==> config.mk <==
export PLATFORM = sky130hd
export DESIGN_NAME = enemy_hit_detector
export DESIGN_NICKNAME = d
export VERILOG_FILES = /design/src/rtl/enemy_hit_detector.sv
export SDC_FILE = /design/constraint.sdc
export NUM_CORES = 1
export LEC_CHECK = 0
export CAP_MARGIN = 10
export CORE_ASPECT_RATIO = 0.6
export CORE_MARGIN = 2
export CORE_UTILIZATION = 33
export DETAILED_ROUTE_END_ITERATION = 16
export HOLD_SLACK_MARGIN = 0.03
export SLEW_MARGIN = 30
export SYNTH_ARGS = -nofsm -noshare
export SYNTH_HDL_FRONTEND = slang
export SYNTH_SLANG_ARGS = --single-unit
==> constraint.sdc <==
create_clock -name clk -period 6.2 [get_ports clk]
set_input_delay 0.93 -clock clk [delete_from_list [all_inputs] [get_ports clk]]
set_output_delay 0.93 -clock clk [all_outputs]
set_load 0.01 [all_outputs]
==> src/rtl/enemy_hit_detector.sv <==
// -----------------------------------------------------------------------------
// enemy_hit_detector
//
// Watches the raster scan and counts wall pixels that land inside four edge
// strips (TOP, BOTTOM, LEFT, RIGHT) of one enemy's bounding box. Once the scan
// has passed the bottom of the box, the dominant strip is resolved. If it
// holds enough hits, it is reported once per frame as a one-cycle collision
// pulse together with a held one-hot HitEdgeCode.
//
// Ports:
//   clk                 system clock
//   resetN              asynchronous active-low reset
//   startOfFrame        one-cycle pulse at the start of each frame
//   game_on             detection enabled while high
//   pixelX / pixelY     current raster position (11 bit, unsigned)
//   wallDrawingRequest  wall/brick pixel present at the raster position
//   enemyTopLeftX/Y     enemy box top-left corner (11 bit, signed)
//   collision           one-cycle pulse when an edge hit is resolved
//   HitEdgeCode         one-hot edge: LEFT=1000 TOP=0100 RIGHT=0010 BOTTOM=0001
// -----------------------------------------------------------------------------
module enemy_hit_detector #(
  parameter int OBJECT_W    = 32,
  parameter int OBJECT_H    = 32,
  parameter int MARGIN      = 4,
  parameter int MIN_HITS    = 2,
  parameter int LATCH_DELAY = 4,
  parameter int COUNT_W     = 8
) (
  input  logic               clk,
  input  logic               resetN,
  input  logic               startOfFrame,
  input  logic               game_on,
  input  logic [10:0]        pixelX,
  input  logic [10:0]        pixelY,
  input  logic               wallDrawingRequest,
  input  logic signed [10:0] enemyTopLeftX,
  input  logic signed [10:0] enemyTopLeftY,
  output logic               collision,
  output logic [3:0]         HitEdgeCode
);

  typedef enum logic [2:0] {
    IDLE_ST     = 3'd0,
    DELAY_ST    = 3'd1,
    SCAN_ST     = 3'd2,
    RESOLVE_ST  = 3'd3,
    REPORTED_ST = 3'd4
  } state_t;

  localparam logic signed [11:0] W_S    = 12'(OBJECT_W);
  localparam logic signed [11:0] H_S    = 12'(OBJECT_H);
  localparam logic signed [11:0] M_S    = 12'(MARGIN);
  localparam logic signed [11:0] ZERO_S = 12'sd0;

  localparam logic [COUNT_W-1:0] CNT_ZERO = COUNT_W'(0);
  localparam logic [COUNT_W-1:0] CNT_ONE  = COUNT_W'(1);
  localparam logic [COUNT_W-1:0] CNT_MAX  = {COUNT_W{1'b1}};
  localparam logic [COUNT_W-1:0] CNT_MIN  = COUNT_W'(MIN_HITS);

  localparam logic [7:0] DLY_LAST = 8'(LATCH_DELAY - 1);

  localparam logic [3:0] CODE_NONE   = 4'b0000;
  localparam logic [3:0] CODE_LEFT   = 4'b1000;
  localparam logic [3:0] CODE_TOP    = 4'b0100;
  localparam logic [3:0] CODE_RIGHT  = 4'b0010;
  localparam logic [3:0] CODE_BOTTOM = 4'b0001;

  // Saturating increment: the counter sticks at its maximum instead of wrapping.
  function automatic logic [COUNT_W-1:0] sat_inc(input logic [COUNT_W-1:0] cnt,
                                                 input logic               en);
    return (en && (cnt != CNT_MAX)) ? (cnt + CNT_ONE) : cnt;
  endfunction

  logic [10:0]        px_r;
  logic [10:0]        py_r;
  logic               wall_r;
  logic signed [10:0] lat_x_r;
  logic signed [10:0] lat_y_r;
  logic [7:0]         dly_cnt_r;
  logic [COUNT_W-1:0] cnt_top_r;
  logic [COUNT_W-1:0] cnt_bottom_r;
  logic [COUNT_W-1:0] cnt_left_r;
  logic [COUNT_W-1:0] cnt_right_r;
  state_t             state_r;
  logic               collision_r;
  logic [3:0]         hit_code_r;

  logic signed [11:0] off_x_s;
  logic signed [11:0] off_y_s;
  logic               x_mid_s;
  logic               y_mid_s;
  logic               in_top_s;
  logic               in_bottom_s;
  logic               in_left_s;
  logic               in_right_s;
  logic [COUNT_W-1:0] best1_cnt_s;
  logic [3:0]         best1_code_s;
  logic [COUNT_W-1:0] best2_cnt_s;
  logic [3:0]         best2_code_s;
  logic [COUNT_W-1:0] best_cnt_s;
  logic [3:0]         best_code_s;
  logic               report_s;

  assign collision   = collision_r;
  assign HitEdgeCode = hit_code_r;

  // One-stage input pipeline; all classification works on these copies.
  always_ff @(posedge clk or negedge resetN) begin
    if (!resetN) begin
      px_r   <= 11'd0;
      py_r   <= 11'd0;
      wall_r <= 1'b0;
    end else begin
      px_r   <= pixelX;
      py_r   <= pixelY;
      wall_r <= wallDrawingRequest;
    end
  end

  // Box-relative offsets; zero-extend the raster, sign-extend the position.
  assign off_x_s = $signed({1'b0, px_r}) - $signed({lat_x_r[10], lat_x_r});
  assign off_y_s = $signed({1'b0, py_r}) - $signed({lat_y_r[10], lat_y_r});

  // Strip classification; the four corner squares belong to no strip.
  always_comb begin
    x_mid_s     = (off_x_s >= M_S) && (off_x_s < (W_S - M_S));
    y_mid_s     = (off_y_s >= M_S) && (off_y_s < (H_S - M_S));
    in_top_s    = (off_y_s >= ZERO_S) && (off_y_s < M_S) && x_mid_s;
    in_bottom_s = (off_y_s >= (H_S - M_S)) && (off_y_s < H_S) && x_mid_s;
    in_left_s   = (off_x_s >= ZERO_S) && (off_x_s < M_S) && y_mid_s;
    in_right_s  = (off_x_s >= (W_S - M_S)) && (off_x_s < W_S) && y_mid_s;
  end

  // Maximum search; strict '>' keeps the earlier strip on ties, giving
  // priority LEFT > RIGHT > TOP > BOTTOM.
  always_comb begin
    best1_cnt_s  = (cnt_right_r > cnt_left_r) ? cnt_right_r : cnt_left_r;
    best1_code_s = (cnt_right_r > cnt_left_r) ? CODE_RIGHT  : CODE_LEFT;
    best2_cnt_s  = (cnt_top_r > best1_cnt_s)  ? cnt_top_r   : best1_cnt_s;
    best2_code_s = (cnt_top_r > best1_cnt_s)  ? CODE_TOP    : best1_code_s;
    best_cnt_s   = (cnt_bottom_r > best2_cnt_s) ? cnt_bottom_r : best2_cnt_s;
    best_code_s  = (cnt_bottom_r > best2_cnt_s) ? CODE_BOTTOM  : best2_code_s;
    report_s     = (best_cnt_s >= CNT_MIN);
  end

  // Frame FSM with strip counters and registered outputs. The result is
  // registered on the SCAN->RESOLVE transition so the pulse is visible for
  // exactly the RESOLVE cycle. The pixel that ends the scan lies below the
  // box, so the counters are already final when they are compared.
  always_ff @(posedge clk or negedge resetN) begin
    if (!resetN) begin
      state_r      <= IDLE_ST;
      collision_r  <= 1'b0;
      hit_code_r   <= CODE_NONE;
      cnt_top_r    <= CNT_ZERO;
      cnt_bottom_r <= CNT_ZERO;
      cnt_left_r   <= CNT_ZERO;
      cnt_right_r  <= CNT_ZERO;
      lat_x_r      <= 11'sd0;
      lat_y_r      <= 11'sd0;
      dly_cnt_r    <= 8'd0;
    end else if (!game_on) begin
      state_r      <= IDLE_ST;
      collision_r  <= 1'b0;
      hit_code_r   <= CODE_NONE;
      cnt_top_r    <= CNT_ZERO;
      cnt_bottom_r <= CNT_ZERO;
      cnt_left_r   <= CNT_ZERO;
      cnt_right_r  <= CNT_ZERO;
      dly_cnt_r    <= 8'd0;
    end else begin
      case (state_r)
        IDLE_ST: begin
          collision_r  <= 1'b0;
          hit_code_r   <= CODE_NONE;
          cnt_top_r    <= CNT_ZERO;
          cnt_bottom_r <= CNT_ZERO;
          cnt_left_r   <= CNT_ZERO;
          cnt_right_r  <= CNT_ZERO;
          dly_cnt_r    <= 8'd0;
          if (startOfFrame) begin
            state_r <= DELAY_ST;
          end else begin
            state_r <= IDLE_ST;
          end
        end
        DELAY_ST: begin
          collision_r <= 1'b0;
          // Give the enemy's own position update time to settle first.
          if (dly_cnt_r == DLY_LAST) begin
            lat_x_r      <= enemyTopLeftX;
            lat_y_r      <= enemyTopLeftY;
            cnt_top_r    <= CNT_ZERO;
            cnt_bottom_r <= CNT_ZERO;
            cnt_left_r   <= CNT_ZERO;
            cnt_right_r  <= CNT_ZERO;
            dly_cnt_r    <= 8'd0;
            state_r      <= SCAN_ST;
          end else begin
            dly_cnt_r <= dly_cnt_r + 8'd1;
            state_r   <= DELAY_ST;
          end
        end
        SCAN_ST: begin
          if (startOfFrame) begin
            // Box never finished (bottom-clipped): drop this frame silently.
            collision_r  <= 1'b0;
            cnt_top_r    <= CNT_ZERO;
            cnt_bottom_r <= CNT_ZERO;
            cnt_left_r   <= CNT_ZERO;
            cnt_right_r  <= CNT_ZERO;
            dly_cnt_r    <= 8'd0;
            state_r      <= DELAY_ST;
          end else if (off_y_s >= H_S) begin
            collision_r <= report_s;
            hit_code_r  <= report_s ? best_code_s : CODE_NONE;
            state_r     <= RESOLVE_ST;
          end else begin
            collision_r  <= 1'b0;
            cnt_top_r    <= sat_inc(cnt_top_r,    wall_r && in_top_s);
            cnt_bottom_r <= sat_inc(cnt_bottom_r, wall_r && in_bottom_s);
            cnt_left_r   <= sat_inc(cnt_left_r,   wall_r && in_left_s);
            cnt_right_r  <= sat_inc(cnt_right_r,  wall_r && in_right_s);
            state_r      <= SCAN_ST;
          end
        end
        RESOLVE_ST: begin
          collision_r <= 1'b0;
          state_r     <= REPORTED_ST;
        end
        REPORTED_ST: begin
          collision_r <= 1'b0;
          if (startOfFrame) begin
            hit_code_r <= CODE_NONE;
            dly_cnt_r  <= 8'd0;
            state_r    <= DELAY_ST;
          end else begin
            state_r <= REPORTED_ST;
          end
        end
        default: begin
          state_r      <= IDLE_ST;
          collision_r  <= 1'b0;
          hit_code_r   <= CODE_NONE;
          cnt_top_r    <= CNT_ZERO;
          cnt_bottom_r <= CNT_ZERO;
          cnt_left_r   <= CNT_ZERO;
          cnt_right_r  <= CNT_ZERO;
          dly_cnt_r    <= 8'd0;
        end
      endcase
    end
  end

endmodule

Yosys cells after proc, flatten, opt, wreduce, memory -nomap -nowiden
Cells that the tools add are included.
- register bits after elaboration: 93
- logic and storage cells: 136
- add/subtract/negate cells: 7
- order comparisons: 17
- eq/ne operators: 22
- multiplexer cells: 48
- reductions and logical operators: 29
- operator list (operator ; number):
    $mux W8 ; 23
    $pmux W8 S3 ; 5
    $add A8 B1 Y8 const B ; 5
    $mux W4 ; 8
    $ne A8 B8 Y1 const B ; 4
    $ge A12 B1 Y1 const B ; 2
    $ge A12 B4 Y1 const B ; 2
    $ge A12 B6 Y1 const B ; 2
    $gt A8 B8 Y1 ; 3
    $lt A12 B4 Y1 const B ; 2
    $lt A12 B6 Y1 const B ; 2
    $lt A12 B7 Y1 const B ; 2
    $sub A12 B11 Y12 ; 2
    $ne A4 B4 Y1 const B ; 5
    $reduce_and A4 Y1 ; 5
    $logic_and A1 B1 Y1 ; 18
    $ne A3 B3 Y1 const B ; 5
    $pmux W3 S5 ; 1
    $ge A12 B7 Y1 const B ; 1
    $pmux W4 S3 ; 1
    $eq A8 B2 Y1 const B ; 1
    $ge A8 B2 Y1 const B ; 1
    $eq A3 B2 Y1 const B ; 2
    $mux W1 ; 6
    9 further kinds ; 15

Depth between registers and ports, before layout
Gate-level depths: netlist of the first run.
- depth after elaboration: 12
- mapped depth: 28
- mapped depth without buffers: 25

Worst setup path before layout of the first run
No wires, ideal clock.
- path type: register -> register
- start: register cnt_left_r[4]
- end: register hit_code_r[1], in the netlist HitEdgeCode[1]
- setup time: 0.122 ns
- arrival: 5.364 ns
- required time: 6.078 ns
- slack: 0.715 ns
- cell stages (with the launch flop): 28
- period minus slack after synthesis: 5.485 ns
- cells stage by stage: dfrtp_1 -> clkbuf_1 -> inv_1 -> ha_1 -> and4_1 -> nand2_1 -> nand2_1 -> o21a_1 -> clkbuf_1 -> nor2_1 -> a21oi_1 -> ha_1 -> nor2b_1 -> o211ai_1 -> a21oi_1 -> o21bai_1 -> clkbuf_1 -> o21ai_0 -> ha_1 -> a21o_1 -> a21oi_1 -> nand2_1 -> a221oi_1 -> a41oi_1 -> a211o_1 -> nor4b_1 -> nor3_1 -> a32o_1
- longest elaborated chain between the ends: 12
- elaborated cells between the ends (all ways): 15
- those cells by class: 4 x order compare; 11 x mux
- RTL lines (element ; line ; RTL):
    start, declared ; 82 ; logic [COUNT_W-1:0] cnt_left_r;
    start signal, assigned ; 222 ; cnt_left_r <= sat_inc(cnt_left_r, wall_r && in_left_s);
    $gt A8 B8 Y1 ; 137, 138 ;
    $mux W8 ; 137 ; best1_cnt_s = (cnt_right_r > cnt_left_r) ? cnt_right_r : cnt_left_r;
    $gt A8 B8 Y1 ; 139, 140 ;
    $mux W8 ; 139 ; best2_cnt_s = (cnt_top_r > best1_cnt_s) ? cnt_top_r : best1_cnt_s;
    $gt A8 B8 Y1 ; 141, 142 ;
    $mux W8 ; 141 ; best_cnt_s = (cnt_bottom_r > best2_cnt_s) ? cnt_bottom_r : best2_cnt_s;
    $ge A8 B2 Y1 ; 143 ; report_s = (best_cnt_s >= CNT_MIN);
    $mux W4 (*) ; 216 ; hit_code_r <= report_s ? best_code_s : CODE_NONE;
    $mux W4 (*) ; 214 ; end else if (off_y_s >= H_S) begin
    $mux W4 (*) ; 205 ; if (startOfFrame) begin
    $pmux W4 S3 (*) ; 172 ; case (state_r)
    $mux W4 (*) ; 162 ; end else if (!game_on) begin
    end signal, assigned ; 216 ;
    end, declared ; 86 ; logic [3:0] hit_code_r;
Every way passes the cells marked *; elsewhere a longest branch is shown, timed or not. The select of a mux whose other input is x is not followed.
A chain may end at the register's enable or synchronous reset.

Final worst setup path of the first run
Same ends and word-level chain as after synthesis.

==> results of run 1 <==
==> kinds of logic after synthesis <==
group / Yosys count / share of synthesized area
multiplexers: 36 / 0.0641
flip-flops: 93 / 0.370
buffers and inverters: 74 / 0.0454
adder cells (fa/ha/maj): 53 / 0.108
AO/OA/AOI/OAI: 159 / 0.175
AND/OR/NAND/NOR: 254 / 0.220
XOR/XNOR: 12 / 0.0167
==> power by group through the flow <==
stage | sequential [W] | clock (W) | combinational [W]
final | 0.000638 | 0.000639 | 0.000225
after global routing | 0.000640 | 0.000681 | 0.000252
after CTS | 0.000638 | 0.000657 | 0.000226
after detailed placement | 0.000650 | 0 | 0.000224
after global placement | 0.000649 | 0 | 0.000225
after floorplan | 0.000644 | 0 | 0.000147
==> layout by cell type (no fill, tap or decap), types with 6 or more instances in the layout <==
cell	instances
nor3_1	10
a21oi_1	34
ha_1	51
or2_2	8
or4_1	24
nand3_1	42
clkbuf_16	9
dfrtp_1	93
xor2_1	8
nor2_1	31
nand4_1	7
o31ai_1	7
nor2b_1	9
nand2_1	64
o21ai_0	26
and3_1	12
o21a_1	6
inv_1	46
or3_1	6
o211ai_1	24
a21o_1	10
nor4_1	9
buf_4	9
clkdlybuf4s50_1	52
nand2b_1	8
mux2_2	30
==> metal layers <==
layer / GRT usage / vias to the layer above
li1: - / 2621
met1: 0.252 / 2501
met2: 0.213 / 117
met3: 0.0322 / 10
met4: 0.0253 / 0
met5: 0 / -
==> path summary, 6_finish.rpt <==
path / depth (start not counted) / to / from
max in group asynchronous: 2 / py_r[2] / resetN
setup / recovery: 25 / HitEdgeCode[1] / cnt_left_r[4]
hold reg to reg: 1 / dly_cnt_r[7] / dly_cnt_r[7]
setup reg to reg: 25 / HitEdgeCode[1] / cnt_left_r[4]
min in group asynchronous: 1 / lat_x_r[8] / resetN
hold / removal: 1 / dly_cnt_r[7] / dly_cnt_r[7]
==> per-stage QoR <==
stage / hold slack (ns) / std cells / util / total power [W]
final: 0.497 / 976 / 0.393 / 0.00150
after global placement: 0.489 / 960 / 0.375 / 0.000874
after CTS: 0.495 / 976 / 0.393 / 0.00152
after floorplan: 0.447 / 681 / - / 0.000791
after detailed placement: 0.483 / 960 / 0.375 / 0.000874
after global routing: 0.518 / 976 / 0.393 / 0.00157
==> cell type report <==
type | instances | area, um2
Clock buffer | 12 | 267
Multi-Input combinational cell | 514 | 3670
Tap cell | 246 | 308
Clock inverter | 4 | 76.3
Inverter | 46 | 173
Sequential cell | 93 | 2330
Fill cell | 1843 | 11400
Timing Repair Buffer | 61 | 588
==> critical path: stages, from the launching register on <==
cell,delay (ns)
dfrtp_1,0.49
inv_1,0.09
ha_1,0.28
and4_1,0.24
nand2_1,0.13
nand2_1,0.13
o21a_2,0.29
nor2_1,0.07
a21oi_1,0.22
ha_1,0.29
nor2b_1,0.13
o211ai_1,0.15
a21oi_1,0.09
o21bai_1,0.13
buf_4,0.23
mux2_2,0.38
ha_1,0.29
and3_1,0.19
o21ai_0,0.07
nand2_1,0.06
a221oi_1,0.27
a41oi_1,0.15
a211o_1,0.35
nor4b_1,0.43
nor3_1,0.15
a32o_1,0.28
==> state kept, by name, summed over array words and instances, names as in the netlist <==
signal / count
py_r: 11
dly_cnt_r: 8
cnt_left_r: 8
wall_r: 1
lat_x_r: 11
state_r: 3
collision: 1
px_r: 11
cnt_right_r: 8
HitEdgeCode: 4
cnt_top_r: 8
cnt_bottom_r: 8
lat_y_r: 11
==> timing repair <==
| item | in CTS | in global routing |
|---|---|---|
| hold endpoints to repair | 0 | 0 |
| resized for setup | 0 | 1 |
| buffers inserted | 0 | 0 |
| endpoints found under the setup margin | 0 | 2 |
==> results.md, run 1 <==
- Internal power: 0.00112 W
- Psw: ~0.00039 W
- Final hold violations: 0
- Initial antenna violation count: 0
- Htree depth: 3
- Combinational share of power: 0.150
- Worst-margin pin slew: between 0.8 and 0.9 ns
- Initial DRC Count: slightly below 400
- Die height: between 100 and 150 um
- Clk_skew: just under 0.01 ns
- YS warnings: 0
- Post-route DRC: 0
- Layout cells sized above 1: 0.104
- Worst Path Required: 6.43 ns
- Gpl congestion: 0.842
- DRT Pass-1 Iters: 4
- Setup TNS: 0 ns
- Hold buffer count at CTS: 0
- Seq pwr share: 0.424
- Met1 wire length: about 8.6 mm
- Register area share after synthesis: 0.370
- Via density: 5.38
- Clock transition at path regs: about 0.070 ns
- Critical Path AT: 5.94 ns
- Post-synth EDFFs: 0
- Ant diodes: 0
- Max-slew violations: 0
- # rows: 39
- Clk_lat worst skew: 0.34 ns
- Max FO, Critical Path: 19
- Die Area: around 20000 um2
- Final setup violation count: 0
- Clk root buf: clkbuf_16
- Crit end category: flip-flop
- Final layout net count: around 830
- Largest net degree at the start of global routing: 62
- RSZ-0062 raised after global routing: no
- Most common cell in the netlist: dfrtp_1
- Chip width: 182 um
- Fmax: around 180 MHz
- Async set-or-reset flop fraction in the synthesized netlist: 1.00
- Post-layout min period: about 5.7 ns
- Port Buffers: 53
- Grt ovf: 0
- Post-synth top area share: 0.370
- Commonest cells post-synth: dfrtp_1, nand2_1, ha_1
- Cell area after layout: 7410 um2
- Period utilization: 0.922
- Max IR drop VDD: 0.000120 V
- Yosys reg bits: slightly above 90
- Switching Fraction: 0.256
- P&R area growth vs syn: 17.9%
- Cell taking the most area after synthesis: dfrtp_1
- Total track usage: 0.156
- Reg-to-reg slack, setup: slightly below 0.5 ns
- Mapped Cells: 681
- Routed wire length on met3: 820 um
- Post-route ant nets: 0
- Relative slew slack: 0.455
- Top Metal Used: met4
- Vias in the first global route: 4964
- Worst-case clock buffer depth: 2
- Syn_nets: between 700 and 800
- Via count: 5249
- Top FF cell, synth: dfrtp_1
- Routed wire length: roughly 15 mm
- Leak: 3.19 nW
- Io pins: between 50 and 60
- Core ar.: between 15000 and 20000 um2
- Type of the most critical hold path: flip-flop to flip-flop
- Global-route wire length before repair: 25.6 mm
- Syn Std Cell Area: between 6000 and 7000 um2
- Crit Path Category: flip-flop to flip-flop
- Number of max-cap violations: 0
- Sink Count: 93
- CTS Buf Count: 9
- Average size of a mapped cell: 9.23 um2
- Status: finished, final reports clean
- Post-route setup slack: slightly below 0.5 ns
- DR WL met2: 5.85 mm
- Post-DP Area: ~7100 um2
- Pwr dens: 203 nW/um2
- Starting density of the core: 0.334
- Clk network pwr share: 0.426
- Detailed placer's ending HPWL: approximately 11 mm
- Distinct cell type count after synthesis: 70
- Top cells by area, synth: dfrtp_1, ha_1, mux2_2
- Routed wire per std cell: between 15 and 20 um
- TritonCTS clock tree: done
- CP Launch Type: flip-flop
- Pre-CTS setup slack: roughly 0.50 ns
(Power assumes the default switching activity.)
==> run 2: changes to the inputs <==
CORE_ASPECT_RATIO = not set   (was 0.6)
==> results.md, run 2 (synthesis gave the netlist of run 1 again) <==
- Status: finished, final reports clean (unchanged)
- Starting density of the core: 0.336 (was 0.334)
- Post-route setup slack: 0.468 ns (was 0.486 ns)
- Crit end category: flip-flop (unchanged)
- Post-CTS Resized: 0 (unchanged)
- Fillers: 1807 (was 1843)
- Commonest non-fill, non-tap cell in the layout: dfrtp_1 (unchanged)
- Hold slack: 0.494 ns (was 0.497 ns)
- Most frequent cells in the layout: dfrtp_1, nand2_1, clkdlybuf4s50_1 (unchanged)
- CP peak stage delay: 0.41 ns (was 0.49 ns)
- Leak: 3.14 nW (was 3.19 nW)
- Die height: 142 um (was 111 um)
- Clk root buf: clkbuf_16 (unchanged)
- Final hold violations: 0 (unchanged)
- Worst-case clock buffer depth: 2 (unchanged)
- Fmax: 174 MHz (was 175 MHz)
- Htree depth: 3 (unchanged)
- TritonCTS clock tree: done (unchanged)
- Max FO, Critical Path: 13 (was 19)
- Critical Path AT: 5.97 ns (was 5.94 ns)
- Reg2reg start: cnt_left_r[7] (was cnt_left_r[4])
- Routed wire per std cell: 14.9 um (was 15.7 um)
- Gpl congestion: 0.844 (was 0.842)
- Total track usage: 0.152 (was 0.156)
- Via density: 5.46 (was 5.38)
- Relative slew slack: 0.496 (was 0.455)
- Global-route wire length before repair: 24.9 mm (was 25.6 mm)
- Worst-margin pin slew: 0.756 ns (was 0.817 ns)
- Sink Count: 93 (unchanged)
- DRT Pass-1 Iters: 5 (was 4)
- Crit Path Category: flip-flop to flip-flop (unchanged)
- Number of max-cap violations: 0 (unchanged)
- P&R area growth vs syn: 16.6% (was 17.9%)
- Type of the most critical hold path: flip-flop to flip-flop (unchanged)
- Post-CTS setup buffers: 0 (unchanged)
- Port Buffers: 53 (unchanged)
- Post-route ant nets: 0 (unchanged)
- Die Area: 20200 um2 (about the same)
- Hold buffer count at CTS: 0 (unchanged)
- Largest net degree at the start of global routing: 59 (was 62)
- Initial DRC Count: 366 (was 388)
- Setup TNS: 0 ns (unchanged)
- Worst Path Required: 6.44 ns (was 6.43 ns)
- CP Cell Sequence: inv_1 > ha_1 > and4_1 > nand2_1 > nand2_1 > o21a_1 > mux2i_1 > ha_1 > a21oi_1 > o21ai_0 > o21bai_1 > buf_4 > mux2_2 > ha_1 > and3_1 > o21ai_0 > nand2_1 > a221oi_1 > a41oi_1 > a211o_1 > nor4b_1 > nor3_1 > a32o_1
- Final setup violation count: 0 (unchanged)
- Clk_skew: 0.00945 ns (was 0.00973 ns)
- Total power: 0.00139 W (was 0.00150 W)
- Finished Core Util: 0.392 (was 0.393)
- CTS Buf Count: 9 (unchanged)
- Core ar.: 18700 um2 (was 18800 um2)
- Post-route DRC: 0 (unchanged)
- CP Launch Type: flip-flop (unchanged)
- Slowest cell on the critical path: dfrtp_1 (unchanged)
- Clk_lat worst skew: 0.35 ns (was 0.34 ns)
- Layout cells sized above 1: 0.103 (was 0.104)
- Pre-CTS setup slack: 0.523 ns (was 0.501 ns)
- Max IR drop VDD: 0.000137 V (was 0.000120 V)
- Grt ovf: 0 (unchanged)
- Clock transition at path regs: 0.07 ns (about the same)
- Detailed placer's ending HPWL: 10.4 mm (was 11.3 mm)
- Vias in the first global route: 5187 (was 4964)
- Post-layout min period: 5.73 ns (was 5.71 ns)
- Routed wire length: 14.3 mm (was 15.4 mm)
- # rows: 50 (was 39)
- Period utilization: 0.925 (was 0.922)
- Ant diodes: 0 (unchanged)
- Crit. Startpoint: cnt_left_r[7] (was cnt_left_r[4])
- Max-slew violations: 0 (unchanged)
- Via count: 5249 (unchanged)
- Chip width: 142 um (was 182 um)
- Initial antenna violation count: 0 (unchanged)
- Hold Crit Start: dly_cnt_r[7] (unchanged)
- Io pins: 54 (unchanged)
- Pwr dens: 190 nW/um2 (was 203 nW/um2)
- RSZ-0062 raised after global routing: no (unchanged)
- Final layout net count: 825 (was 827)
## run 2: layout make-up
type / instances / area, um2 / share of cell area
Timing Repair Buffer: 59 / 573 / 0.0782
Multi-Input combinational cell: 514 / 3680 / 0.502
Clock inverter: 7 / 56.3 / 0.00769
Clock buffer: 9 / 225 / 0.0307
Tap cell: 234 / 293 / 0.0400
Inverter: 46 / 173 / 0.0236
Sequential cell: 93 / 2330 / 0.318
## run 2: where the power goes
part | internal (W) | switching, W
Sequential | 0.000625 | 0.0000124
Combinational | 0.000103 | 0.000118
Clock | 0.000277 | 0.000259
## run 2: final timing paths
check | endpoint | slack, ns | cells past startpoint
max in group asynchronous | cnt_right_r[3] | 4.55 | 2
max reg2reg | HitEdgeCode[1] | 0.47 | 23
max | HitEdgeCode[1] | 0.47 | 23
min | dly_cnt_r[7] | 0.49 | 1
min in group asynchronous | lat_y_r[8] | 0.52 | 1
min reg2reg | dly_cnt_r[7] | 0.49 | 1
## run 2: critical path, delay by kind of cell, from the launching register on
kind                     cells  cell delay (ns)
buffers and inverters        2             0.31
flip-flops                   1             0.41
multiplexers                 2             0.73
AO/OA/AOI/OAI                9             1.91
AND/OR/NAND/NOR              7             1.34
adder cells (fa/ha/maj)      3             0.94
## run 2: metrics by stage
| step | cells | area (um2) |
|---|---|---|
| CTS | 962 | 7330 |
| detailed placement | 946 | 7040 |
| floorplan | 681 | 6280 |
| finish | 962 | 7330 |
| global route | 962 | 7330 |
| global placement | 946 | 7040 |
## run 2: layer usage
metal	vias to the layer above	GRT usage	routed length, um
met4	0	0.0489	219
li1	2613	-	-
met2	104	0.246	6700
met1	2518	0.205	6920
met5	-	0	0
met3	14	0.0299	486
==> run 3: changes to the inputs <==
CORE_UTILIZATION = 50   (was 33)
GPL_TIMING_DRIVEN = 1   (was not set)
PLACE_DENSITY = 0.71   (was not set)
==> results.md, run 3 (synthesis gave the netlist of run 1 again) <==
- Worst Path Required: 6.44 ns (about the same)
- TritonCTS clock tree: done (unchanged)
- Total power: 0.00142 W (was 0.00139 W)
- Post-layout min period: 5.72 ns (was 5.73 ns)
- CP Cell Sequence: ha_1 > nor2b_1 > o211ai_1 > and2_1 > o21a_2 > nor2_1 > a21oi_1 > ha_1 > nor2b_1 > o211ai_1 > a21oi_1 > o21bai_2 > mux2_2 > ha_1 > and3_1 > o21ai_0 > nand2_1 > a221oi_1 > a41oi_1 > a211o_1 > nor4b_1 > nor3_1 > a32o_1 (was inv_1 > ha_1 > and4_1 > nand2_1 > nand2_1 > o21a_1 > mux2i_1 > ha_1 > a21oi_1 > o21ai_0 > o21bai_1 > buf_4 > mux2_2 > ha_1 > and3_1 > o21ai_0 > nand2_1 > a221oi_1 > a41oi_1 > a211o_1 > nor4b_1 > nor3_1 > a32o_1)
- Clock transition at path regs: 0.07 ns (about the same)
- Layout cells sized above 1: 0.104 (was 0.103)
- Detailed placer's ending HPWL: 10.6 mm (was 10.4 mm)
- Hold slack: 0.501 ns (was 0.494 ns)
- Die Area: 13500 um2 (was 20200 um2)
- Max FO, Critical Path: 10 (was 13)
- Clk_skew: 0.00947 ns (was 0.00945 ns)
- Fmax: 175 MHz (was 174 MHz)
- Max-slew violations: 0 (unchanged)
- Global-route wire length before repair: 25.1 mm (was 24.9 mm)
- Port Buffers: 53 (unchanged)
- Finished Core Util: 0.597 (was 0.392)
- Sink Count: 93 (unchanged)
- Starting density of the core: 0.517 (was 0.336)
- Top Family by Delay on Critical Path: compound AO/OA/AOI/OAI gates (unchanged)
- Via density: 6.01 (was 5.46)
- Type of the most critical hold path: flip-flop to flip-flop (unchanged)
- Clk root buf: clkbuf_16 (unchanged)
- Slowest cell on the critical path: dfrtp_1 (unchanged)
- Commonest non-fill, non-tap cell in the layout: dfrtp_1 (unchanged)
- Pre-CTS setup slack: 0.254 ns (was 0.523 ns)
- Core ar.: 12200 um2 (was 18700 um2)
- CP peak stage delay: 0.45 ns (was 0.41 ns)
- Grt ovf: 0 (unchanged)
- Io pins: 54 (unchanged)
- DRT Pass-1 Iters: 5 (unchanged)
- Setup TNS: 0 ns (unchanged)
- Buf/Inv on CP: 0 (was 2)
- Initial DRC Count: 380 (was 366)
- Routed wire per std cell: 16.3 um (was 14.9 um)
- Leak: 3.16 nW (was 3.14 nW)
- CP Launch Type: flip-flop (unchanged)
- Relative slew slack: 0.373 (was 0.496)
- RSZ-0062 raised after global routing: no (unchanged)
- Post-route setup slack: 0.475 ns (was 0.468 ns)
- Clk_lat worst skew: 0.35 ns (about the same)
- Die height: 116 um (was 142 um)
- Final hold violations: 0 (unchanged)
- P&R area growth vs syn: 15.6% (was 16.6%)
- Post-route ant nets: 0 (unchanged)
- Fillers: 1050 (was 1807)
- Final layout net count: 826 (was 825)
- CTS Buf Count: 9 (unchanged)
- Most frequent cells in the layout: dfrtp_1, nand2_1, clkdlybuf4s50_1 (unchanged)
- Crit end category: flip-flop (unchanged)
- Gpl congestion: 0.903 (was 0.844)
- Max IR drop VDD: 0.000204 V (was 0.000137 V)
- Post-CTS setup buffers: 0 (unchanged)
- Htree depth: 3 (unchanged)
- Via count: 5382 (was 5249)
- Number of max-cap violations: 0 (unchanged)
- Period utilization: 0.923 (was 0.925)
- Total track usage: 0.233 (was 0.152)
- Largest net degree at the start of global routing: 51 (was 59)
- Initial antenna violation count: 0 (unchanged)
- Routed wire length: 14.6 mm (was 14.3 mm)
- Status: finished, final reports clean (unchanged)
- Critical Path AT: 5.96 ns (was 5.97 ns)
- # rows: 40 (was 50)
- Crit Path Category: flip-flop to flip-flop (unchanged)
- Worst-margin pin slew: 0.940 ns (was 0.756 ns)
- Ant diodes: 0 (unchanged)
- Vias in the first global route: 5359 (was 5187)
- Pwr dens: 195 nW/um2 (was 190 nW/um2)
- Post-route DRC: 0 (unchanged)
- Final setup violation count: 0 (unchanged)
- Chip width: 116 um (was 142 um)
- Worst-case clock buffer depth: 2 (unchanged)
- Most used cell, CP: ha_1
==> run 3: cell types whose count changed in the layout (fill, tap and decap cells not counted) <==
cell        change
clkinvlp_4      -2
buf_4           +1
bufinv_16       +1
clkbuf_1        +1
inv_8           -1
o21a_1          -1
o21a_2          +1
o21bai_1        -1
o21bai_2        +1
==> run 3: final timing paths <==
check | startpoint | to | slack, ns | cells past startpoint
max in group asynchronous | resetN | state_r[1] | 4.56 | 2
worst max-delay path | cnt_right_r[1] | HitEdgeCode[1] | 0.48 | 23
worst min-delay path | dly_cnt_r[7] | dly_cnt_r[7] | 0.50 | 1
worst min register to register | dly_cnt_r[7] | dly_cnt_r[7] | 0.50 | 1
min in group asynchronous | resetN | lat_x_r[8] | 0.57 | 1
worst max register to register | cnt_right_r[1] | HitEdgeCode[1] | 0.48 | 23
==> run 3: power by group <==
group          switching [W]  internal (W)
Sequential         0.0000124      0.000625
Clock               0.000244      0.000313
Combinational       0.000121      0.000103
==> run 3: repair_timing <==
action | in CTS | in global routing
hold endpoints to repair | 0 | 0
endpoints found under the setup margin | 0 | 2
gates resized for setup | 0 | 2
hold buffers | 0 | 0
==> run 3: layer usage <==
metal / GRT usage / share of wire
met1: 0.298 / 0.46
met2: 0.391 / 0.47
met4: 0.0770 / 0.019
met3: 0.0555 / 0.052
met5: 0 / 0
==> run 3: stage by stage <==
step / std cells / cell area, um2
2_1_floorplan: 681 / 6280
3_5_place_dp: 881 / 6970
5_1_grt: 896 / 7260
4_1_cts: 896 / 7260
6_report: 896 / 7260
3_3_place_gp: 881 / 6960
==> run 3: worst register-to-register path: stages, from the launching register on <==
cell and delay (ns):
dfrtp_1 0.45, ha_1 0.31, nor2b_1 0.14, o211ai_1 0.22, and2_1 0.23, o21a_2 0.30
nor2_1 0.07, a21oi_1 0.20, ha_1 0.29, nor2b_1 0.14, o211ai_1 0.15, a21oi_1 0.09
o21bai_2 0.31, mux2_2 0.42, ha_1 0.30, and3_1 0.19, o21ai_0 0.09, nand2_1 0.08
a221oi_1 0.26, a41oi_1 0.15, a211o_1 0.36, nor4b_1 0.43, nor3_1 0.15, a32o_1 0.29
==> run 3: cell type report <==
type / count / area, um2 / share of cell area
Sequential cell: 93 / 2330 / 0.320
Tap cell: 168 / 210 / 0.0289
Clock inverter: 5 / 60.1 / 0.00827
Timing Repair Buffer: 60 / 581 / 0.0799
Inverter: 46 / 173 / 0.0238
Clock buffer: 10 / 229 / 0.0315
Multi-Input combinational cell: 514 / 3680 / 0.507
